### src/rtl/arb_pkg.sv
// Shared types and default sizing for the round-robin request arbiter.
package arb_pkg;

  // Default number of requesters and default grant hold limit in cycles.
  localparam int DEF_N        = 4;
  localparam int DEF_MAX_HOLD = 8;

  // Arbiter FSM states: waiting, serving one requester, datapath turnaround.
  typedef enum logic [1:0] {
    ST_IDLE  = 2'd0,
    ST_GRANT = 2'd1,
    ST_GAP   = 2'd2
  } state_t;

endpackage : arb_pkg

### src/rtl/rr_req_arbiter_if.sv
// Request/grant bundle between the requesters and the arbiter.
interface rr_req_arbiter_if
  import arb_pkg::*;
#(
  parameter int N = DEF_N
);

  localparam int IDW = $clog2(N);

  logic [N-1:0]   req;      // level request per requester
  logic           done;     // current grantee finished
  logic [N-1:0]   gnt;      // one-hot grant
  logic [IDW-1:0] gnt_id;   // index of current grantee
  logic           busy;     // a grant is active
  logic           timeout;  // grant was force-released by the hold limit

  // Requester side drives requests and completion, observes grants.
  modport master (
    output req, done,
    input  gnt, gnt_id, busy, timeout
  );

  // Arbiter side consumes requests and completion, produces grants.
  modport slave (
    input  req, done,
    output gnt, gnt_id, busy, timeout
  );

endinterface : rr_req_arbiter_if

### src/rtl/rr_req_arbiter_rr_pick.sv
// Rotating priority encoder: returns the first set request at or above
// i_ptr, wrapping modulo N, plus the OR-reduction of the request vector.
module rr_pick #(
  parameter int N = 4
) (
  input  logic [N-1:0]         i_req,
  input  logic [$clog2(N)-1:0] i_ptr,
  output logic                 o_any,
  output logic [$clog2(N)-1:0] o_idx
);

  localparam int IDW = $clog2(N);

  logic [IDW-1:0] w_idx;
  logic [IDW-1:0] w_cand;
  logic           w_found;

  // Scan N candidates starting at the pointer; the first hit wins.
  always_comb begin
    // NOTE: every variable gets a default before any branch so no latch is inferred.
    w_idx   = '0;
    w_cand  = '0;
    w_found = 1'b0;
    for (int i = 0; i < N; i++) begin
      w_cand = IDW'((int'(i_ptr) + i) % N);
      if (!w_found && i_req[w_cand]) begin
        w_found = 1'b1;
        w_idx   = w_cand;
      end
    end
  end

  assign o_any = |i_req;
  assign o_idx = w_idx;

endmodule : rr_pick

### src/rtl/rr_req_arbiter.sv
// Round-robin arbiter sharing one datapath among N requesters. A grant is
// held until done, request withdrawal, or the hold limit, followed by one
// turnaround cycle before the next arbitration.
module rr_req_arbiter
  import arb_pkg::*;
#(
  parameter int N        = DEF_N,
  parameter int MAX_HOLD = DEF_MAX_HOLD
) (
  input  logic             clk,
  input  logic             rst,
  rr_req_arbiter_if.slave  bus
);

  localparam int IDW = $clog2(N);
  localparam int CW  = $clog2(MAX_HOLD + 1);

  state_t          r_state,    w_state_nxt;
  logic [N-1:0]    r_gnt,      w_gnt_nxt;
  logic [IDW-1:0]  r_gnt_id,   w_gnt_id_nxt;
  logic            r_busy,     w_busy_nxt;
  logic            r_timeout,  w_timeout_nxt;
  logic [IDW-1:0]  r_ptr,      w_ptr_nxt;
  logic [CW-1:0]   r_hold_cnt, w_hold_cnt_nxt;

  logic            w_any;
  logic [IDW-1:0]  w_pick;
  logic [N-1:0]    w_pick_onehot;
  logic            w_rel_done;
  logic            w_rel_drop;
  logic            w_rel_max;
  logic            w_release;
  logic [IDW-1:0]  w_ptr_after;

  rr_pick #(.N(N)) u_pick (
    .i_req (bus.req),
    .i_ptr (r_ptr),
    .o_any (w_any),
    .o_idx (w_pick)
  );

  assign w_pick_onehot = {{(N-1){1'b0}}, 1'b1} << w_pick;

  // Release causes for the current grantee; done outranks the hold limit.
  assign w_rel_done  = bus.done;
  assign w_rel_drop  = ~bus.req[r_gnt_id];
  assign w_rel_max   = (r_hold_cnt == CW'(MAX_HOLD));
  assign w_release   = w_rel_done | w_rel_drop | w_rel_max;
  assign w_ptr_after = (r_gnt_id == IDW'(N - 1)) ? '0 : r_gnt_id + IDW'(1);

  // State, outputs, pointer and hold counter register; reset wins over all.
  always_ff @(posedge clk) begin
    // NOTE: non-blocking assignments so every register samples pre-edge values.
    if (rst) begin
      r_state    <= ST_IDLE;
      r_gnt      <= '0;
      r_gnt_id   <= '0;
      r_busy     <= 1'b0;
      r_timeout  <= 1'b0;
      r_ptr      <= '0;
      r_hold_cnt <= '0;
    end else begin
      r_state    <= w_state_nxt;
      r_gnt      <= w_gnt_nxt;
      r_gnt_id   <= w_gnt_id_nxt;
      r_busy     <= w_busy_nxt;
      r_timeout  <= w_timeout_nxt;
      r_ptr      <= w_ptr_nxt;
      r_hold_cnt <= w_hold_cnt_nxt;
    end
  end

  // Next-state and next-output logic; by default everything holds.
  always_comb begin
    w_state_nxt    = r_state;
    w_gnt_nxt      = r_gnt;
    w_gnt_id_nxt   = r_gnt_id;
    w_busy_nxt     = r_busy;
    w_timeout_nxt  = 1'b0;
    w_ptr_nxt      = r_ptr;
    w_hold_cnt_nxt = r_hold_cnt;

    case (r_state)
      ST_IDLE: begin
        if (w_any) begin
          w_state_nxt    = ST_GRANT;
          w_gnt_nxt      = w_pick_onehot;
          w_gnt_id_nxt   = w_pick;
          w_busy_nxt     = 1'b1;
          w_hold_cnt_nxt = CW'(1);
        end
      end

      ST_GRANT: begin
        if (w_release) begin
          w_state_nxt    = ST_GAP;
          w_gnt_nxt      = '0;
          w_gnt_id_nxt   = '0;
          w_busy_nxt     = 1'b0;
          w_ptr_nxt      = w_ptr_after;
          w_hold_cnt_nxt = '0;
          w_timeout_nxt  = w_rel_max & ~w_rel_done & ~w_rel_drop;
        end else begin
          w_hold_cnt_nxt = r_hold_cnt + CW'(1);
        end
      end

      ST_GAP: begin
        w_state_nxt = ST_IDLE;
      end

      default: begin
        w_state_nxt    = ST_IDLE;
        w_gnt_nxt      = '0;
        w_gnt_id_nxt   = '0;
        w_busy_nxt     = 1'b0;
        w_hold_cnt_nxt = '0;
      end
    endcase
  end

  assign bus.gnt     = r_gnt;
  assign bus.gnt_id  = r_gnt_id;
  assign bus.busy    = r_busy;
  assign bus.timeout = r_timeout;

endmodule : rr_req_arbiter

### src/flat_wrapper.sv
// flat-port wrapper written by rule: the top's interface ports become plain ports
module rr_req_arbiter_flat import arb_pkg::*;
#(
  parameter int N        = DEF_N,
  parameter int MAX_HOLD = DEF_MAX_HOLD
)
  (clk, rst, bus_req, bus_done, bus_gnt, bus_gnt_id, bus_busy, bus_timeout);
  rr_req_arbiter_if #(.N(N)) bus_i ();
  input  logic clk;
  input  logic rst;
  input wire logic [$bits(bus_i.req)-1:0] bus_req;
  input wire logic [$bits(bus_i.done)-1:0] bus_done;
  output wire logic [$bits(bus_i.gnt)-1:0] bus_gnt;
  output wire logic [$bits(bus_i.gnt_id)-1:0] bus_gnt_id;
  output wire logic [$bits(bus_i.busy)-1:0] bus_busy;
  output wire logic [$bits(bus_i.timeout)-1:0] bus_timeout;
  assign bus_i.req = bus_req;
  assign bus_i.done = bus_done;
  assign bus_gnt = bus_i.gnt;
  assign bus_gnt_id = bus_i.gnt_id;
  assign bus_busy = bus_i.busy;
  assign bus_timeout = bus_i.timeout;
  rr_req_arbiter #(.N(N), .MAX_HOLD(MAX_HOLD)) u_core (.clk(clk), .rst(rst), .bus(bus_i));
endmodule
### config.mk
export PLATFORM = sky130hd
export DESIGN_NAME = rr_req_arbiter_flat
export DESIGN_NICKNAME = d
export VERILOG_FILES = /design/src/rtl/arb_pkg.sv /design/src/rtl/rr_req_arbiter_if.sv /design/src/rtl/rr_req_arbiter_rr_pick.sv /design/src/rtl/rr_req_arbiter.sv /design/src/flat_wrapper.sv
export SDC_FILE = /design/constraint.sdc
export NUM_CORES = 1
export LEC_CHECK = 0
export CAP_MARGIN = 20
export CELL_PAD_IN_SITES_DETAIL_PLACEMENT = 0
export CELL_PAD_IN_SITES_GLOBAL_PLACEMENT = 1
export CORE_AREA = 2 2 54 56
export CTS_CLUSTER_SIZE = 20
export DETAILED_ROUTE_END_ITERATION = 10
export DIE_AREA = 0 0 56 58
export PLACE_DENSITY = 0.81
export SLEW_MARGIN = 40
export SYNTH_ARGS = -nofsm -noshare
export SYNTH_HDL_FRONTEND = slang
export SYNTH_SLANG_ARGS = --single-unit
### constraint.sdc
create_clock -name clk -period 1.4 [get_ports clk]
set_input_delay 0.28 -clock clk [delete_from_list [all_inputs] [get_ports clk]]
set_output_delay 0.28 -clock clk [all_outputs]
set_load 0.05 [all_outputs]
### Word level (Yosys, flattened, before mapping)

Index checks and enable logic that the tools add are counted.

| word-level totals | value |
|---|---|
| flip-flop bits (word level) | 16 |
| bits of input ports | 7 |
| word-level logic and storage cells | 79 |

| operators by class | value |
|---|---|
| add/sub/neg operators | 5 |
| $lt $le $gt $ge | 5 |
| equal/unequal tests | 6 |
| shift operators | 1 |
| multiplexer cells | 33 |
| bitwise operators | 9 |
| reductions and logical operators | 13 |

Operators by type and width:

| kind | count |
|---|---|
| $pmux 4 s3 | 2 |
| $mux 2 | 9 |
| $mux 4 | 4 |
| $lt 2x3->1 const B | 5 |
| $bmux 1 s2 | 5 |
| $mux 1 | 10 |
| $pmux 2 s3 | 1 |
| $reduce_and 2->1 | 3 |
| $not 1->1 | 5 |
| $add 2x1->2 const B | 2 |
| $add 2x2->2 const B | 2 |
| $add 4x1->4 const B | 1 |
| $eq 2x2->1 const B | 2 |
| $eq 4x4->1 const B | 1 |
| $pmux 2 s2 | 1 |
| $reduce_or 4->1 | 1 |
| $shl 1x2->4 const A | 1 |
| $logic_and 1x1->1 | 3 |
| $logic_not 1->1 | 3 |
| $pmux 1 s3 | 1 |
| $reduce_and 3->1 | 1 |
| $reduce_or 3->1 | 1 |
| $and 1x1->1 | 2 |
| $eq 2x1->1 const B | 1 |
| other kinds (4) | 5 |

### Depth between registers and ports, before layout

Gate-level depths: netlist of the first run.

| depth | value |
|---|---|
| depth in word-level cells | 15 |
| depth in mapped cells | 6 |

### Modules after synthesis

From an unflattened synthesis of the first run, not the netlist that was laid out.

| second synthesis, totals | value |
|---|---|
| cells, all modules | 98 |
| area total of the unflattened synthesis | 884.6 µm² |

By module, submodules not included:

| module | instances | cells each | area each (µm²) | sequential area each (µm²) |
|---|---|---|---|---|
| rr_req_arbiter | 1 | 83 | 807.0 | 320.3 |
| rr_pick | 1 | 15 | 77.6 | 0.0 |

### Least setup slack after synthesis of the first run

No wires, ideal clock.

| path | value |
|---|---|
| path type | register -> register |
| start | reg u_core.r_gnt_id[0], in the netlist u_core.bus.gnt_id[0] |
| end | reg u_core.r_ptr[0] |
| arrival time | 1.702 ns |
| data required time | 1.277 ns |
| path slack | -0.426 ns |
| stages on the path, launching flop included | 5 |
| clock period less this slack | 1.826 ns |
| path through | dfxtp_1 mux2i_1 o22ai_4 a21oi_2 mux2_1 |

| between the ends | value |
|---|---|
| word-level cells in the longest chain between the ends | 6 |
| elaborated cells between the ends (all ways) | 9 |

RTL lines:

| what | line | source |
|---|---|---|
| start: declaration | rr_req_arbiter.sv:20 | `logic [IDW-1:0] r_gnt_id, w_gnt_id_nxt;` |
| start signal: assignment | rr_req_arbiter.sv:65 | `r_gnt_id <= w_gnt_id_nxt;` |
| $bmux 1 s2 | rr_req_arbiter.sv:46 | `assign w_rel_drop = ~bus.req[r_gnt_id];` |
| $mux 1 (not written as such) | rr_req_arbiter.sv:46 |  |
| $not 1->1 | rr_req_arbiter.sv:46 |  |
| $or 1x1->1 (2 in a row) | rr_req_arbiter.sv:48 | `assign w_release = w_rel_done \| w_rel_drop \| w_rel_max;` |
| $reduce_and 2->1 (no source line) | - |  |
| end signal: assignment | rr_req_arbiter.sv:68 | `r_ptr <= w_ptr_nxt;` |
| end: declaration | rr_req_arbiter.sv:23 | `logic [IDW-1:0] r_ptr, w_ptr_nxt;` |

Several ways; a longest one is shown, not always the timed one. The select of a mux whose other input is x is not followed.
A chain may end at the register's enable or synchronous reset.

### Final worst setup path of the first run

| path | value |
|---|---|
| start | in bus_done |
| end | reg u_core.r_ptr[0] |

| between the ends | value |
|---|---|
| word-level cells in the longest chain between the ends | 3 |

RTL lines:

| what | line | source |
|---|---|---|
| start: declaration | flat_wrapper.sv:12 | `input wire logic [$bits(bus_i.done)-1:0] bus_done;` |
| $or 1x1->1 (2 in a row) | rr_req_arbiter.sv:48 |  |
| $reduce_and 2->1 (no source line) | - |  |

Every way passes these cells.

==> results of run 1 <==
report_power, final:
group | switching, W | total (W) | internal, W
Sequential | 0.0000377 | 0.000527 | 0.000489
Combinational | 0.000191 | 0.000382 | 0.000190
Clock | 0.000146 | 0.000257 | 0.000111
Total | 0.000375 | 0.00116 | 0.000790
layer usage:
| layer | GRT usage [%] | vias up | wire length [um] |
|---|---|---|---|
| li1 | - | 413 | - |
| met1 | 14.9 | 369 | 823 |
| met2 | 21.2 | 19 | 878 |
| met3 | 4.46 | 4 | 122 |
| met4 | 7.48 | 0 | 38 |
| met5 | 0 | - | 0 |
kinds of logic (layout without fill, tap and decap cells):
kind of cell    count (synthesis)  after routing  synth area share, %
compound gates                 25             25                 21.9
buf+inv                        11             40                 4.69
flops                          16             16                 36.4
fa+ha+maj                       3              3                 4.27
simple gates                   36             36                 26.7
mux                             5              5                 5.97
critical path: stages:
cell	delay (ns)
sky130_fd_sc_hd__clkdlybuf4s50_1	0.40
sky130_fd_sc_hd__or2_2	0.30
sky130_fd_sc_hd__o22ai_4	0.19
sky130_fd_sc_hd__a21oi_2	0.10
sky130_fd_sc_hd__mux2_1	0.31
stage by stage:
step | setup TNS, ns | utilization [%] | instance area [um2] | hold slack [ns] | setup WS, ns
floorplan | -0.102 | - | 895 | 0.466 | -0.0932
global placement | -5.90 | 46.7 | 1240 | 0.505 | -0.455
detailed placement | -6.32 | 46.7 | 1240 | 0.503 | -0.486
CTS | -0.000283 | 47.5 | 1260 | 0.522 | -0.000283
global route | -0.393 | 48.0 | 1280 | 0.548 | -0.0710
finish | 0 | 48.0 | 1280 | 0.515 | 0.00185
state kept, by name, summed over array words and instances (netlist names):
signal and cells:
u_core.r_state 2, u_core.bus.busy 1, u_core.r_hold_cnt 4, u_core.bus.timeout 1, u_core.r_ptr 2, u_core.bus.gnt 4
u_core.bus.gnt_id 2
cells in the final DEF (no fill, tap or decap), types with 4 or more instances in the layout:
| master | instances |
|---|---|
| sky130_fd_sc_hd__nand3_1 | 4 |
| sky130_fd_sc_hd__dlygate4sd2_1 | 4 |
| sky130_fd_sc_hd__o21ai_0 | 4 |
| sky130_fd_sc_hd__buf_4 | 13 |
| sky130_fd_sc_hd__o32ai_1 | 4 |
| sky130_fd_sc_hd__inv_1 | 9 |
| sky130_fd_sc_hd__dfxtp_1 | 13 |
| sky130_fd_sc_hd__a21oi_1 | 5 |
| sky130_fd_sc_hd__buf_12 | 8 |
| sky130_fd_sc_hd__nand2b_1 | 7 |
worst paths after layout:
kind | slack [ns] | end | cells past startpoint | startpoint
hold reg to reg | 0.52 | u_core.bus.gnt_id[1] | 2 | u_core.bus.gnt_id[1]
hold / removal | 0.52 | u_core.bus.gnt_id[1] | 2 | u_core.bus.gnt_id[1]
setup reg to reg | 0.01 | u_core.r_ptr[0] | 6 | u_core.r_hold_cnt[0]
setup / recovery | 0.002 | u_core.r_ptr[0] | 5 | bus_done
cells in the mapped netlist, drive strengths merged (3+ instances only):
master and number:
ha 3, nand2b 7, nor2 4, dfxtp 16, a211oi 3, nand2 3
nand3 4, inv 9, mux2i 3, a21oi 7, o32ai 4, o21ai 4
area by class of cell:
type	count	area, um2	area share [%]
Multi-Input combinational cell	69	539	42.2
Sequential cell	16	327	25.6
Timing Repair Buffer	27	313	24.5
Tap cell	31	38.8	3.04
Inverter	9	33.8	2.64
Clock buffer	4	26.3	2.06
==> run metrics, run 1 <==
maximum capacitance violations=0; final hold violations=0; clock insertion delay at the later pin of the skew report=just under 0.3 ns; Design Power=between 0.001 and 0.0015 W; placed cell count=approximately 150; critical path peak fanout=5; Congestion Overflow GR=0; critical path arrival=about 1.6 ns; sum of routed wire length over all layers=1860 um; maximum buffer depth of the clock tree=2; number of global-route vias before repair=between 700 and 800; number of filler instances in the final layout=~260; top cells by area, synth=sky130_fd_sc_hd__dfxtp_1, sky130_fd_sc_hd__nand2b_1, sky130_fd_sc_hd__ha_1, sky130_fd_sc_hd__o32ai_1, sky130_fd_sc_hd__inv_1; Die Footprint=between 3000 and 4000 um2; class of the tightest hold or removal check=reg -> reg; # H-tree levels=1; setup violation total in the final timing report=0; power per cell area=slightly above 900 nW/um2; wire length of the first global-routing pass=3280 um; Slew Limit Headroom=just under 80%; post-cts repair resize count=5; IO Count=15; total standard cell area after synthesis=880 um2; fmax=715 MHz; period utilization=about 100%; Seq/Total Area, Yosys=a little over a third; max-slew violations=0; number of vias after detailed routing=805; Worst Setup Start Kind=input pin; global-route total usage across every layer=between 10% and 20%; leakage dissipation=~0.48 nW; Worst Setup End Kind=register; number of standard cells after synthesis=96; Post-Layout Cell Count=roughly 160; crit path time final=roughly 1.4 ns; CTS sink count=16; GPL Wtd Cong=0.745; worst clock skew=between 0.008 and 0.009 ns; Ant. Diodes=0; wire length per cell after detailed routing=between 10 and 15 um; residual antenna-violating net count after detailed routing=0; maximum number of pins on one net before global-route repair=19; DRC violation count after routing=0; TritonCTS clock tree=built; PortBufs=14; total clock buffers created by CTS=3; number of enable-type register cells in the synthesized netlist=0; area share of the leading cell type in the synthesized netlist=between 30% and 40%; core region area=between 2000 and 3000 um2; worst path required time=between 1.5 and 2 ns; worst-margin pin slew=0.340 ns; flip-flop and latch count after synthesis=16; unrepaired setup endpoints after global routing=yes; classification of the worst setup path=in -> reg; number of detailed-routing iterations run before antenna repair=4; ratio of cells with drive above 1 in the final layout=approximately a third; number of distinct library cells after synthesis=36; run status=finished, final reports clean; die extent in y=58 um; total nets after synthesis=~110; post-synthesis average cell area=approximately 9.2 um2; quantity of hold-fixing buffers added after cts=0; Yosys warnings=0; number of antenna violations at the first check in global routing=0; CTS Root Cell=sky130_fd_sc_hd__clkbuf_4; Die Width=56 um; number of placement rows=19; iteration-0 DRC count of the detailed router=15; Post-CTS Setup Bufs=0; clock slew seen by the registers of the worst setup and hold paths=~0.090 ns; vias per cell=around 5.2; Post-DP HPWL=1470 um; most common flop cell mapped by yosys=sky130_fd_sc_hd__dfxtp_1; largest area contributor in the netlist=sky130_fd_sc_hd__dfxtp_1; Initial Util=33.0%; Max rail drop VDD=0.000584 V; fin nets=~140; fraction of registers with async set or reset after synthesis=0%; signed area change from the synthesized netlist to the final layout=45.2%
Note: power is estimated with default switching activity, not from simulation.
==> inputs of run 2 (changes only) <==
--- a/config.mk
+++ b/config.mk
@@ -9,10 +9,11 @@
 export CELL_PAD_IN_SITES_DETAIL_PLACEMENT = 0
 export CELL_PAD_IN_SITES_GLOBAL_PLACEMENT = 1
 export CORE_AREA = 2 2 54 56
-export CTS_CLUSTER_SIZE = 20
+export CTS_CLUSTER_SIZE = 16
 export DETAILED_ROUTE_END_ITERATION = 10
 export DIE_AREA = 0 0 56 58
 export PLACE_DENSITY = 0.81
+export SKIP_CTS_REPAIR_TIMING = 1
 export SLEW_MARGIN = 40
 export SYNTH_ARGS = -nofsm -noshare
 export SYNTH_HDL_FRONTEND = slang
==> run 2 against run 1 <==
Net effect: fmax is essentially flat; non-clock buffer count is 1 higher; critical path depth stayed put; first-iteration DRC count decreased by 33%; clock-buffer cell count unchanged; flip-flop and latch count did not move; final cell count increased by 0.64%; combinational power grew 2%; critical path type unchanged; critical endpoint unchanged.
==> run metrics, run 2 (synthesis gave the netlist of run 1 again) <==
Ant. Diodes=0 (unchanged); CTS Root Cell=sky130_fd_sc_hd__clkbuf_4; maximum capacitance violations=0 (unchanged); worst clock skew=0.00788 ns (-0.000876 ns); power per cell area=897 nW/um2 (-1.7%); run status=finished, final reports clean; number of filler instances in the final layout=257 (-1.5%); class of the tightest hold or removal check=reg -> reg; die extent in y=58 um (unchanged); number of placement rows=19 (unchanged); Worst Setup End Kind=register; CTS sink count=16 (unchanged); wire length per cell after detailed routing=12.1 um (+1.1%); max-slew violations=0 (unchanged); core region area=2660 um2 (unchanged); setup violation total in the final timing report=0 (unchanged); Max rail drop VDD=0.000583 V (-0.15%); clock slew seen by the registers of the worst setup and hold paths=0.09 ns (about the same); critical path arrival=1.58 ns (about the same); clock insertion delay at the later pin of the skew report=0.29 ns (about the same); Congestion Overflow GR=0 (unchanged); PortBufs=14 (unchanged); number of detailed-routing iterations run before antenna repair=4 (unchanged); buffers and inverters on the worst path=1 (unchanged); wire length of the first global-routing pass=3290 um (+0.43%); maximum buffer depth of the clock tree=2 (unchanged); crit path time final=1.40 ns (+0.000341 ns); series of cell instances along the critical path=clkdlybuf4s50_1 > or2_2 > o22ai_4 > a21oi_2 > mux2_1; # H-tree levels=1 (unchanged); period utilization=99.9% (about the same); number of vias after detailed routing=808 (+0.37%); Initial Util=33.0% (unchanged); unrepaired setup endpoints after global routing=yes; Post-DP HPWL=1470 um (unchanged); standard cell with the maximum stage delay on the critical path=sky130_fd_sc_hd__clkdlybuf4s50_1; IO Count=15 (unchanged); number of cell instances on the worst register-to-register path=6 (unchanged); Slew Limit Headroom=77.4% (+0.26 points); DRC violation count after routing=0 (unchanged); commonest cells after routing, fill and taps aside=sky130_fd_sc_hd__buf_4, sky130_fd_sc_hd__dfxtp_1, sky130_fd_sc_hd__inv_1; number of cells traversed by the worst hold path=2 (unchanged); global-route total usage across every layer=13.0% (+0.047 points); ratio of cells with drive above 1 in the final layout=33.3% (+1.3 points); Worst Setup Start Kind=input pin; most frequent standard cell in the layout excluding fill and tap cells=sky130_fd_sc_hd__buf_4; total clock buffers created by CTS=3 (unchanged); final hold violations=0 (unchanged); number of antenna violations at the first check in global routing=0 (unchanged); final design area excluding fillers=1310 um2 (+2.3%); fmax=715 MHz (about the same); worst-margin pin slew=0.339 ns (-0.00138 ns); maximum number of pins on one net before global-route repair=19 (unchanged); worst path required time=1.58 ns (about the same); core occupancy in the finished layout=49.1% (+1.1 points); fin nets=137 (+0.74%); vias per cell=5.15 (-0.27%); signed area change from the synthesized netlist to the final layout=48.5%; Post-Layout Cell Count=157 (+0.64%); TritonCTS clock tree=built; GPL Wtd Cong=0.745 (unchanged); area post-placement=1240 um2 (unchanged); critical path depth in cells=5 (unchanged); family of cells with the greatest summed delay on the critical path=buffers and inverters; sum of routed wire length over all layers=1900 um (+1.8%); max incr delay on CP=0.40 ns (about the same); leakage dissipation=0.522 nW (+7.8%); placed cell count=152 (unchanged); Die Footprint=3250 um2 (unchanged); iteration-0 DRC count of the detailed router=10 (-5); Die Width=56 um (unchanged); residual antenna-violating net count after detailed routing=0 (unchanged); critical path peak fanout=5 (unchanged); classification of the worst setup path=in -> reg; number of global-route vias before repair=785 (+0.51%)
-- run 2: changes by cell type in the layout (fill, tap and decap cells not counted), sizes merged --
cell | before | now
buf | 21 | 22
dlygate4sd2 | 4 | 0
dlymetal6s2s | 0 | 4
-- run 2: per-layer routing --
metal	track usage, %	vias up	share of wire [%]
met5	0	-	0
met1	14.9	374	45
li1	-	414	-
met2	21.3	16	47
met4	7.48	0	2.1
met3	4.46	4	5.3
-- run 2: worst register-to-register path, stage by stage, from the launching register on --
cell,delay (ns)
sky130_fd_sc_hd__dfxtp_1,0.32
sky130_fd_sc_hd__inv_1,0.07
sky130_fd_sc_hd__ha_1,0.14
sky130_fd_sc_hd__nand3b_1,0.11
sky130_fd_sc_hd__buf_4,0.17
sky130_fd_sc_hd__a21oi_2,0.16
sky130_fd_sc_hd__mux2_1,0.33
-- run 2: layout make-up --
| class | count | area (um2) | share of cell area (%) |
|---|---|---|---|
| multi-input combinational | 69 | 546 | 41.8 |
| timing repair buffer | 28 | 335 | 25.7 |
| sequential | 16 | 327 | 25.0 |
| tap | 31 | 38.8 | 2.97 |
| inverter | 9 | 33.8 | 2.59 |
| clock buffer | 4 | 26.3 | 2.01 |
-- run 2: worst paths after layout --
check / start / end / slack (ns)
worst min-delay path: u_core.bus.gnt_id[1] / u_core.bus.gnt_id[1] / 0.52
worst max register to register: u_core.r_hold_cnt[0] / u_core.r_ptr[0] / 0.01
worst min register to register: u_core.bus.gnt_id[1] / u_core.bus.gnt_id[1] / 0.52
worst max-delay path: bus_done / u_core.r_ptr[0] / 0.002
-- run 2: power breakdown --
group | switching, W | internal (W)
Clock | 0.000145 | 0.000111
Combinational | 0.000194 | 0.000195
Sequential | 0.0000377 | 0.000489
Total | 0.000376 | 0.000795
-- run 2: metrics by stage --
stage / worst slack (ns) / TNS, ns / total power [W] / hold slack (ns)
2_1_floorplan: -0.0932 / -0.102 / 0.000738 / 0.466
3_3_place_gp: -0.455 / -5.90 / 0.000913 / 0.505
3_5_place_dp: -0.486 / -6.32 / 0.000918 / 0.503
4_1_cts: -0.177 / -1.51 / 0.00118 / 0.522
5_1_grt: -0.0743 / -0.401 / 0.00125 / 0.547
6_report: 0.00151 / 0 / 0.00117 / 0.515
==> inputs of run 3 (changes only) <==
--- a/config.mk
+++ b/config.mk
@@ -5,7 +5,6 @@
 export SDC_FILE = /design/constraint.sdc
 export NUM_CORES = 1
 export LEC_CHECK = 0
-export CAP_MARGIN = 20
 export CELL_PAD_IN_SITES_DETAIL_PLACEMENT = 0
 export CELL_PAD_IN_SITES_GLOBAL_PLACEMENT = 1
 export CORE_AREA = 2 2 54 56
==> results of run 3 <==
Same layout as run 2: the final DEF is identical, and so are final timing and power.
==> variant, RTL diff (settings of run 1) <==
`DEF_MAX_HOLD`: 8 -> 16.
--- a/src/rtl/arb_pkg.sv
+++ b/src/rtl/arb_pkg.sv
@@ -3,7 +3,7 @@
 
   // Default number of requesters and default grant hold limit in cycles.
   localparam int DEF_N        = 4;
-  localparam int DEF_MAX_HOLD = 8;
+  localparam int DEF_MAX_HOLD = 16;
 
   // Arbiter FSM states: waiting, serving one requester, datapath turnaround.
   typedef enum logic [1:0] {
Formal check against the unedited RTL: not equivalent (Yosys sat finds a counterexample within 10 cycles, from zero or initial values and one cycle with rst high).
==> variant against run 1 <==
  * Global-route usage rose by 1.3 points
  * Sequential share of layout area fell by 1.9 points
  * Routed wire length rose by 13%
  * Critical endpoint is now u_core.bus.gnt_id[1]
  * Sequential cell count rose by 1
  * Setup slack improved by 0.0037 ns
  * Power rose by 10%
  * Design area rose by 17%
  * Combinational power rose by 19%
  * Synthesized area rose by 13%
==> variant: results (changes against run 1) <==
* Status: completed
* Clock Skew at 0.00105 ns (-0.00771 ns)
* Largest net degree at the start of global routing at 20 (+1)
* Worst slack, placed at -0.467 ns (+0.0198 ns)
* Routed WL at 2.10 mm (+13%)
* Layout cells sized above 1 at 0.396 (+0.0758)
* Synth Warn # at 0 (unchanged)
* VDD IR-drop max at 0.544 mV (-6.9%)
* DRT iter0 DRCs at 15 (unchanged)
* CP arrival at ~1.6 ns
* Max FFs per register at 5
* Inserted Clock Buffers at 3 (unchanged)
* Post-synth net total at 119 (+12%)
* Setup Buffers After CTS at 0 (unchanged)
* Final #Nets at 155 (+14%)
* Clock buffer depth at 2 (unchanged)
* Filler cells at 239 (-8.4%)
* Async set-reset flop share out of synthesis at 0 (unchanged)
* Crit path max fanout at 3 (-2)
* DR pass1 iterations at 6 (+2)
* Worst-Skew Late Latency at ~0.30 ns
* Min-delay worst type: reg -> reg
* Drt via density at 5.28 (+2.3%)
* GRT Total Usage at 0.143 (+0.0128)
* Root Buffer: clkbuf_4
* Leak pwr at 0.566 nW (+17%)
* Buffers on Ports at 14 (unchanged)
* Reg with most FFs: u_core.r_hold_cnt
* Main synth FF type: dfxtp_1
* Top cells by area, synth: dfxtp_1 34%, nand2b_1 5.7%, nor2_1 4.2%
* H-tree depth at 1 (unchanged)
* Actual slew at the worst max-slew pin at 0.349 ns (+0.00872 ns)
* Top cells by count, synth: 17 x dfxtp_1, 11 x nor2_1, 9 x nand2b_1
* Post-DP HPWL at 1.65 mm (+12%)
* First-pass GRT wire length at 3.82 mm (+16%)
* Diodes inserted at 0 (unchanged)
* Fraction of the yosys area taken by sequential cells at 0.343 (-0.0212)
* Reg clk slew, reported paths at 0.10 ns
* Gpl congestion at 0.847 (+14%)
* Initial antenna violation count at 0 (unchanged)
* Vias in the first global route at 875 (+12%)
* Synth unique cells at 39 (+8.3%)
variant: through the flow:
| step | area, um^2 | std cells |
|---|---|---|
| floorplan | 1000 | 109 |
| global placement | 1390 | 171 |
| detailed placement | 1390 | 171 |
| CTS | 1480 | 175 |
| global route | 1490 | 175 |
| finish | 1490 | 175 |
variant: final cells by class:
cell class,instances,share of cell area
clock buffers,3,0.0151
clock inverters,1,0.00336
inverters,6,0.0151
multi-input cells,82,0.448
flip-flops and latches,17,0.237
well taps,31,0.0260
repair buffers,35,0.255
variant: logic make-up (layout without fill, tap and decap cells):
logic type | count (synthesis) | in the layout | synth area share
buffers and inverters | 10 | 45 | 0.0530
AOI/OAI and AO/OA | 25 | 25 | 0.221
and+or+nand+nor | 49 | 49 | 0.294
adders and majority gates | 3 | 3 | 0.0378
muxes | 5 | 5 | 0.0517
DFF | 17 | 17 | 0.343
variant: report_power, final:
group          total, mW  switching (mW)  internal, mW
clock network      0.270           0.164         0.107
logic              0.454           0.218         0.236
registers          0.559          0.0407         0.518
total               1.28           0.422         0.860
variant: path summary, 6_finish.rpt:
kind	from	slack (ns)	cells past startpoint	endpoint
worst min-delay path	u_core.bus.gnt[2]	0.54	2	u_core.bus.gnt[2]
worst max-delay path	u_core.r_hold_cnt[0]	0.006	7	u_core.bus.gnt_id[1]
worst min register to register	u_core.bus.gnt[2]	0.54	2	u_core.bus.gnt[2]
worst max register to register	u_core.r_hold_cnt[0]	0.006	7	u_core.bus.gnt_id[1]
variant: worst max-delay path: stages, from the launching register on:
cell	delay, ns
dfxtp_2	0.34
inv_2	0.07
ha_4	0.13
nand4bb_4	0.13
and2_4	0.17
buf_4	0.13
and4b_1	0.17
a21o_1	0.16
variant: metal layers:
layer / GRT usage / wire, um / vias up / share of wire
li1: - / - / 467 / -
met1: 0.178 / 983 / 443 / 0.47
met2: 0.255 / 1040 / 12 / 0.49
met3: 0.0290 / 61 / 2 / 0.029
met4: 0.0306 / 21 / 0 / 0.010
met5: 0 / 0 / - / 0
variant: repair_timing:
action                                  in CTS  in global routing
gates resized for setup                     18                  4
cloned                                       0                  0
endpoints found under the setup margin      16                 14
pin swaps                                    4                  2
